<file path="src/rtl/dram_arb_pkg.sv">
// Shared types and constants for the data RAM port arbiter.
// Holds the owner state encoding and master id constants.
package dram_arb_pkg;

    localparam int AW_DEF = 32;
    localparam int DW_DEF = 32;

    typedef enum logic [1:0] {
        IDLE = 2'd0,
        OWN0 = 2'd1,
        OWN1 = 2'd2
    } arb_state_e;

    localparam logic M_CORE = 1'b0;
    localparam logic M_DBG  = 1'b1;

endpackage

</file>
<file path="src/rtl/dram_arb_rsel.sv">
// Two-way one-hot payload select for the RAM request side.
// Output is all zeros when neither input is selected.
module dram_arb_rsel #(
    parameter int W = 8
) (
    input  logic         sel0,
    input  logic         sel1,
    input  logic [W-1:0] d0,
    input  logic [W-1:0] d1,
    output logic [W-1:0] q
);

    // Select the granted payload, zero when idle
    always_comb begin
        q = '0;
        if (sel0) begin
            q = d0;
        end else if (sel1) begin
            q = d1;
        end
    end

endmodule

</file>
<file path="src/rtl/dram_port_arbiter.sv">
// Shares the single-port data RAM between core LSU and debug port.
// Define DRAM_ARB_RR_EN for round-robin arbitration when idle.
module dram_port_arbiter
    import dram_arb_pkg::*;
#(
    parameter int AW       = AW_DEF,
    parameter int DW       = DW_DEF,
    parameter int MAX_HOLD = 8
) (
    input  logic            clk,
    input  logic            rst,
    input  logic            m0_req,
    input  logic            m0_lock,
    input  logic            m0_we,
    input  logic [AW-1:0]   m0_addr,
    input  logic [DW-1:0]   m0_wdata,
    input  logic [DW/8-1:0] m0_wstrb,
    output logic            m0_gnt,
    output logic            m0_rvalid,
    output logic [DW-1:0]   m0_rdata,
    input  logic            m1_req,
    input  logic            m1_lock,
    input  logic            m1_we,
    input  logic [AW-1:0]   m1_addr,
    input  logic [DW-1:0]   m1_wdata,
    input  logic [DW/8-1:0] m1_wstrb,
    output logic            m1_gnt,
    output logic            m1_rvalid,
    output logic [DW-1:0]   m1_rdata,
    output logic            ram_ce,
    output logic            ram_we,
    output logic [AW-1:0]   ram_addr,
    output logic [DW-1:0]   ram_wdata,
    output logic [DW/8-1:0] ram_wstrb,
    input  logic [DW-1:0]   ram_rdata
);

    localparam int PW = 1 + AW + DW + DW / 8;
    localparam logic [7:0] HOLD_LIM = 8'(MAX_HOLD - 1);

    arb_state_e state_q, state_d;
    logic [7:0] hold_q, hold_d;
    logic       rd_vld_q, rd_vld_d;
    logic       rd_id_q, rd_id_d;
    logic       g0, g1;
    logic [PW-1:0] sel_q;

`ifdef DRAM_ARB_RR_EN
    logic last_q, last_d;
`endif

    assign m0_gnt = g0 & ~rst;
    assign m1_gnt = g1 & ~rst;
    assign ram_ce = m0_gnt | m1_gnt;

    dram_arb_rsel #(.W(PW)) u_rsel (
        .sel0 (m0_gnt),
        .sel1 (m1_gnt),
        .d0   ({m0_we, m0_addr, m0_wdata, m0_wstrb}),
        .d1   ({m1_we, m1_addr, m1_wdata, m1_wstrb}),
        .q    (sel_q)
    );

    assign {ram_we, ram_addr, ram_wdata, ram_wstrb} = sel_q;

    assign m0_rvalid = rd_vld_q & (rd_id_q == M_CORE);
    assign m1_rvalid = rd_vld_q & (rd_id_q == M_DBG);
    assign m0_rdata  = m0_rvalid ? ram_rdata : '0;
    assign m1_rdata  = m1_rvalid ? ram_rdata : '0;

    // Grant selection, ownership/hold tracking and read tag capture
    always_comb begin
        state_d  = state_q;
        hold_d   = hold_q;
        rd_vld_d = 1'b0;
        rd_id_d  = rd_id_q;
        g0       = 1'b0;
        g1       = 1'b0;
`ifdef DRAM_ARB_RR_EN
        last_d   = last_q;
`endif
        unique case (state_q)
            IDLE: begin
`ifdef DRAM_ARB_RR_EN
                if (m0_req && m1_req) begin
                    g0 = (last_q == M_DBG);
                    g1 = (last_q == M_CORE);
                end else begin
                    g0 = m0_req;
                    g1 = m1_req;
                end
`else
                g0 = m0_req;
                g1 = m1_req & ~m0_req;
`endif
            end
            OWN0: g0 = m0_req;
            OWN1: g1 = m1_req;
            default: ;
        endcase

        if (g0) begin
            if (m0_lock && hold_q < HOLD_LIM) begin
                state_d = OWN0;
                hold_d  = hold_q + 8'd1;
            end else begin
                state_d = IDLE;
                hold_d  = '0;
            end
        end else if (g1) begin
            if (m1_lock && hold_q < HOLD_LIM) begin
                state_d = OWN1;
                hold_d  = hold_q + 8'd1;
            end else begin
                state_d = IDLE;
                hold_d  = '0;
            end
        end else if (state_q != IDLE) begin
            state_d = IDLE;
            hold_d  = '0;
        end

        if (g0 || g1) begin
            rd_vld_d = ~ram_we;
            rd_id_d  = g1 ? M_DBG : M_CORE;
`ifdef DRAM_ARB_RR_EN
            last_d   = g1 ? M_DBG : M_CORE;
`endif
        end
    end

    // Owner state, hold counter and outstanding read tag
    always_ff @(posedge clk or posedge rst) begin
        if (rst) begin
            state_q  <= IDLE;
            hold_q   <= '0;
            rd_vld_q <= 1'b0;
            rd_id_q  <= M_CORE;
        end else begin
            state_q  <= state_d;
            hold_q   <= hold_d;
            rd_vld_q <= rd_vld_d;
            rd_id_q  <= rd_id_d;
        end
    end

`ifdef DRAM_ARB_RR_EN
    // Most recently granted master for round-robin fairness
    always_ff @(posedge clk or posedge rst) begin
        if (rst) begin
            last_q <= M_DBG;
        end else begin
            last_q <= last_d;
        end
    end
`endif

endmodule

</file>
<file path="config.mk">
export PLATFORM = sky130hd
export DESIGN_NAME = dram_port_arbiter
export DESIGN_NICKNAME = d
export VERILOG_FILES = /design/src/rtl/dram_arb_pkg.sv /design/src/rtl/dram_arb_rsel.sv /design/src/rtl/dram_port_arbiter.sv
export SDC_FILE = /design/constraint.sdc
export NUM_CORES = 1
export LEC_CHECK = 0
export CAP_MARGIN = 15
export CORE_AREA = 2 2 120 122
export DETAILED_ROUTE_END_ITERATION = 10
export DIE_AREA = 0 0 122 124
export PLACE_DENSITY = 0.52
export SLEW_MARGIN = 25
export SYNTH_ARGS = -nofsm -noshare
export SYNTH_HDL_FRONTEND = slang
export SYNTH_SLANG_ARGS = --single-unit
</file>
<file path="constraint.sdc">
create_clock -name clk -period 2.65 [get_ports clk]
set_input_delay 0.265 -clock clk [delete_from_list [all_inputs] [get_ports clk]]
set_output_delay 0.265 -clock clk [all_outputs]
set_load 0.01 [all_outputs]
</file>
# Word level (Yosys, flattened, before mapping)

Cells that the tools add are included.

Add/subtract/negate cells: 1
Magnitude comparators: 1
Equal/unequal tests: 2
Mux-type cells: 18
Bitwise logic cells: 10
Reduce and logical (&&, ||, !) cells: 7

Operators with widths:

| cell                                                       | count |
|---|---|
| two-way mux 69 bit                                         | 2 |
| two-way mux 32 bit                                         | 2 |
| two-way mux 8 bit                                          | 5 |
| adder 8 x 1 -> 8 bit, second input constant                | 1 |
| less-than comparator 8 x 3 -> 1 bit, second input constant | 1 |
| two-way mux 2 bit                                          | 4 |
| bitwise AND 1 bit                                          | 5 |
| two-way mux 1 bit                                          | 4 |
| NOT 1 bit                                                  | 4 |
| nonzero test 3 bit                                         | 1 |
| equality test 2 x 1 -> 1 bit, second input constant        | 1 |
| equality test 2 bit, second input constant                 | 1 |
| logical AND 1 bit                                          | 2 |
| logical NOT 2 bit                                          | 1 |
| case mux 1 bit (2 select lines)                            | 1 |
| nonzero test 2 bit                                         | 1 |
| OR reduction 2 bit                                         | 1 |
| logical OR 1 bit                                           | 1 |
| bitwise OR 1 bit                                           | 1 |

Bits in registers: 12
Input port bits: 176
Output and inout bits: 138
Word-level logic and storage cells: 43

# Depth between registers and ports, before layout

Depth after elaboration: 8
Gate-level depth with buffers: 4
Gate-level depth less buffers: 4

# Hierarchy

Synthesis repeated with hierarchy kept, for this count alone.

Cells, all modules: 215
Area total of the unflattened synthesis: 1749.2 um^2

By module, submodules not included:

| module            | times used | cells an instance | area each (um^2) | sequential area each (um^2) |
|---|---|---|---|---|
| dram_port_arbiter | 1          | 126               | 1028.5           | 300.3 |
| dram_arb_rsel     | 1          | 89                | 720.7            | 0.0 |

# Least setup slack after synthesis

Ideal clock, no wire load.

Path type: reg2out
Start point: reg state_q[1]
End point: out ram_addr[24]
Data arrival time: 1.305 ns
Required time: 2.385 ns
Path slack: 1.080 ns
Stages on the path, launching flop included: 5
Buffers on the path: 1
Cell sequence: dfrtp_1 -> nand2b_4 -> nor2_2 -> buf_6 -> a22o_1

Word-level cells in the longest chain between the ends: 5

Ends and longest elaborated chain:

| item                                                              | RTL line                 | RTL |
|---|---|---|
| from (decl)                                                       | dram_port_arbiter.sv:41  | `arb_state_e state_q, state_d;` |
| from (signal assigned)                                            | dram_port_arbiter.sv:140 | `state_q <= state_d;` |
| equality test 2 x 1 -> 1 bit or logical NOT 2 bit (tied branches) | dram_port_arbiter.sv:82  | `unique case (state_q)` |
| OR reduction 2 bit (no line) (*)                                  | --                       |  |
| two-way mux 1 bit (*)                                             | dram_port_arbiter.sv:82  |  |
| bitwise AND 1 bit (*)                                             | dram_port_arbiter.sv:52  | `assign m0_gnt = g0 & ~rst;` |
| named net m0_gnt                                                  | dram_port_arbiter.sv:18  | `output logic m0_gnt,` |
| two-way mux 69 bit (*)                                            | dram_arb_rsel.sv:16      | `if (sel0) begin` |
| to (decl)                                                         | dram_port_arbiter.sv:32  | `output logic [AW-1:0] ram_addr,` |

The timed path passes the listed nets; every way through them passes the cells marked *.

# Worst setup path after layout

Start point: in m1_req
End point: out ram_addr[15]

Word-level cells in the longest chain between the ends: 5

Ends and longest elaborated chain:

| item                                | RTL line                | RTL |
|---|---|---|
| from (decl)                         | dram_port_arbiter.sv:21 | `input logic m1_req,` |
| bitwise AND 1 bit                   | dram_port_arbiter.sv:94 | `g1 = m1_req & ~m0_req;` |
| case mux 1 bit (2 select lines) (*) | dram_port_arbiter.sv:82 |  |
| bitwise AND 1 bit (*)               | dram_port_arbiter.sv:53 | `assign m1_gnt = g1 & ~rst;` |
| two-way mux 69 bit (*)              | dram_arb_rsel.sv:18     | `end else if (sel1) begin` |
| two-way mux 69 bit (*)              | dram_arb_rsel.sv:16     |  |

Mark *: on every way between the ends. The rest lies on a longest branch, timed or not.

==> flow_metrics.tcl <==
set metrics [dict create \
    ir_worst_vdd_uv 196.8 \
    first_pass_iters 4 \
    maxCapViolations 0 \
    cts_setup_buffers 0 \
    syn-num-nets 392 \
    grt_overflow 0 \
    yosysUniqueCellTypes 30 \
    finish.utilization_pct 37.68 \
    clk_latency_ns 0.24 \
    r2r_start "state_q[1]" \
    cts_tree "built" \
    ys_seq_area_share_pct 16.33 \
    hold_path_class "in -> async" \
    diodes 0 \
    fin_setup_tns_ns 0 \
    placed_area_um2 5081 \
    rrSetupSlack_ns 1.14 \
    setup.worst_path.class "in -> out" \
    finalSetupViolCount 0 \
    dieHeight_um 124 \
    cts.repair.resized 0 \
    die_x_um 122 \
    cellPowerDensity_nw_per_um2 266.6 \
    core_area_um2 13720 \
    start_util_pct 13.41 \
    track_usage_pct 14.45 \
    via_per_inst 4.296 \
    drtIter0Drc 104 \
    io_buffers 313 \
    fmaxAchievable_mhz 392.9 \
    drt.antenna.violating_nets 0 \
    cp-startpoint "m1_req" \
    arrival_ns 2.28 \
    cts_hold_buf 0 \
    htree_levels 1 \
    dieArea_um2 15130 \
    drive_above_1_share_pct 3.495 \
    dpl.cell_count 691 \
    slew_headroom_pct 61.45 \
    rows 43 \
    cp_max_fo 70 \
    antenna_found_initial 0 \
    vias 2986 \
    instances_no_fill 695 \
    grt_max_degree 72 \
    yosysTopAreaCell "a22o_1" \
    final_nets 693 \
    routedWlPerCell_um 17.91 \
    cp-end-kind "primary output" \
    rsz0062_at_grt "no" \
    start_kind "input pin" \
    outcome "finished clean" \
    required_ns 2.38 \
    ios 314 \
    worst_r2r_endpoint "hold_q[3]" \
    grt_pass1_vias 2916 \
    worstMarginPinSlew_ns 0.5730 \
    ys_ff_latch 12 \
    fin_crit_sh_pct 96.05 \
    hold_viol_final 0 \
    final_area_um2 5170 \
    p_leak_nw 2.074 \
    areaGrowthSynthToFinish_pct 181.1 \
    synth.top_cell.area_share_pct 32.86 \
    min_period_ns 2.545 \
    dp_hpwl_mm 10.67 \
    netlist_instances 215 \
    numCtsBuffers 3 \
    grt_pass1_wl_mm 16.66 \
    skew_ns 0.0009391 \
    cts_buffer_depth 2 \
    yosys_warnings 0 \
    finalMaxSlewViolations 0 \
    critPathCapture "ram_addr[15]" \
    drc 0 \
    gp_congestion 0.8075 \
    yosys-top-cells-area "a22o_1 33%, dfrtp_1 16%, and2_1 12%, and3_1 12%, buf_6 8.6%" \
    cts_root_buf "clkbuf_16" \
    syn_area_um2 1839 \
    r2r_cells 3 \
    cts_sinks 12 \
    syn_avg_cell_area_um2 8.555 \
    clk_pin_slew_worst_paths_ns 0.04 \
    drt-total-wl_mm 12.44 \
]
==> where the power goes <==
part / total (mW) / switching (mW) / internal [mW]
clock: 0.303 / 0.0761 / 0.227
sequential: 0.203 / 0.00965 / 0.193
combinational: 0.872 / 0.316 / 0.557
==> area by class of cell <==
cell class | instances | area (um2)
timing repair buffer | 319 | 3203
sequential | 12 | 300.3
multi-input combinational | 179 | 1349
clock buffer | 4 | 88.84
fill | 1394 | 8549
inverter | 1 | 3.754
tap | 180 | 225.2
==> worst min-delay path by stage <==
stage | depth (start not counted) | start | to | slack [ns]
global route | 1 | hold_q[0] | hold_q[0] | 0.59
finish | 2 | rst | rd_id_q | 0.55
global placement | 1 | hold_q[0] | hold_q[0] | 0.54
floorplan | 1 | rst | hold_q[0] | 0.13
CTS | 1 | hold_q[0] | hold_q[0] | 0.55
detailed placement | 1 | hold_q[0] | hold_q[0] | 0.54
==> state kept, by name, summed over array words and instances, names as in the netlist <==
register / cells
rd_vld_q: 1
hold_q: 8
rd_id_q: 1
state_q: 2
==> placed cells by master, fill, tap and decap left out, types with 2 or more instances in the layout <==
| cell | n |
|---|---|
| clkdlybuf4s50_1 | 313 |
| a22o_1 | 69 |
| and3_1 | 34 |
| and2_1 | 34 |
| dfrtp_1 | 12 |
| nor3_1 | 7 |
| a21oi_1 | 5 |
| a31oi_1 | 4 |
| buf_4 | 4 |
| nor2_1 | 3 |
| clkbuf_16 | 3 |
| nor2b_1 | 2 |
| a41oi_1 | 2 |
| nand2_1 | 2 |
| nand2b_1 | 2 |
| buf_12 | 2 |
==> stage by stage <==
stage | setup WS, ns | total power [mW] | hold WS, ns
after floorplan | 1.080 | 0.4999 | 0.1297
after global placement | 0.1535 | 1.083 | 0.5411
after detailed placement | 0.1491 | 1.083 | 0.5426
after CTS | 0.1285 | 1.394 | 0.5483
after global routing | 0.02376 | 1.454 | 0.5915
final | 0.1047 | 1.378 | 0.5541
==> cell usage after synthesis <==
| master | number |
|---|---|
| a22o_1 | 69 |
| and2_1 | 34 |
| and3_1 | 34 |
| buf_6 | 14 |
| dfrtp_1 | 12 |
| clkbuf_1 | 9 |
| nor3_1 | 7 |
| a21oi_1 | 5 |
| a31oi_1 | 4 |
| nor2_1 | 3 |
| a41oi_1 | 2 |
| nand2_1 | 2 |
| nand2b_1 | 2 |
| nor2b_1 | 2 |
| a21oi_2 | 1 |
| a311oi_4 | 1 |
| and3b_2 | 1 |
| ha_1 | 1 |
| inv_1 | 1 |
| mux2i_1 | 1 |
| nand2b_4 | 1 |
| nand3_1 | 1 |
| nor2_2 | 1 |
| nor2b_4 | 1 |
| nor3_4 | 1 |
| nor4_1 | 1 |
| nor4_2 | 1 |
| o31ai_1 | 1 |
| o41a_1 | 1 |
| or4_1 | 1 |
==> logic make-up after synthesis <==
group                      Yosys count  synth area share [%]
and+or+nand+nor                     93                 32.38
AOI/OAI and AO/OA                   84                 39.46
buffers and inverters               24                 10.61
DFF                                 12                 16.33
muxes                                1                0.5442
adders and majority gates            1                0.6802
==> layer usage <==
metal  up-vias  routed length, um  global-route usage, %
met2       200               6356                  26.75
met4         0                 95                  2.299
li1       1448                  -                      -
met1      1331               4530                  16.27
met5         -                  0                      0
met3         7               1461                  4.945
==> critical path, cell delays in order <==
cell and delay (ns):
clkdlybuf4s50_1 0.55, nand2b_1 0.14, nor3_4 0.17, buf_12 0.29, a22o_1 0.23, clkdlybuf4s50_1 0.57
Power figures use the tool's default switching activity.
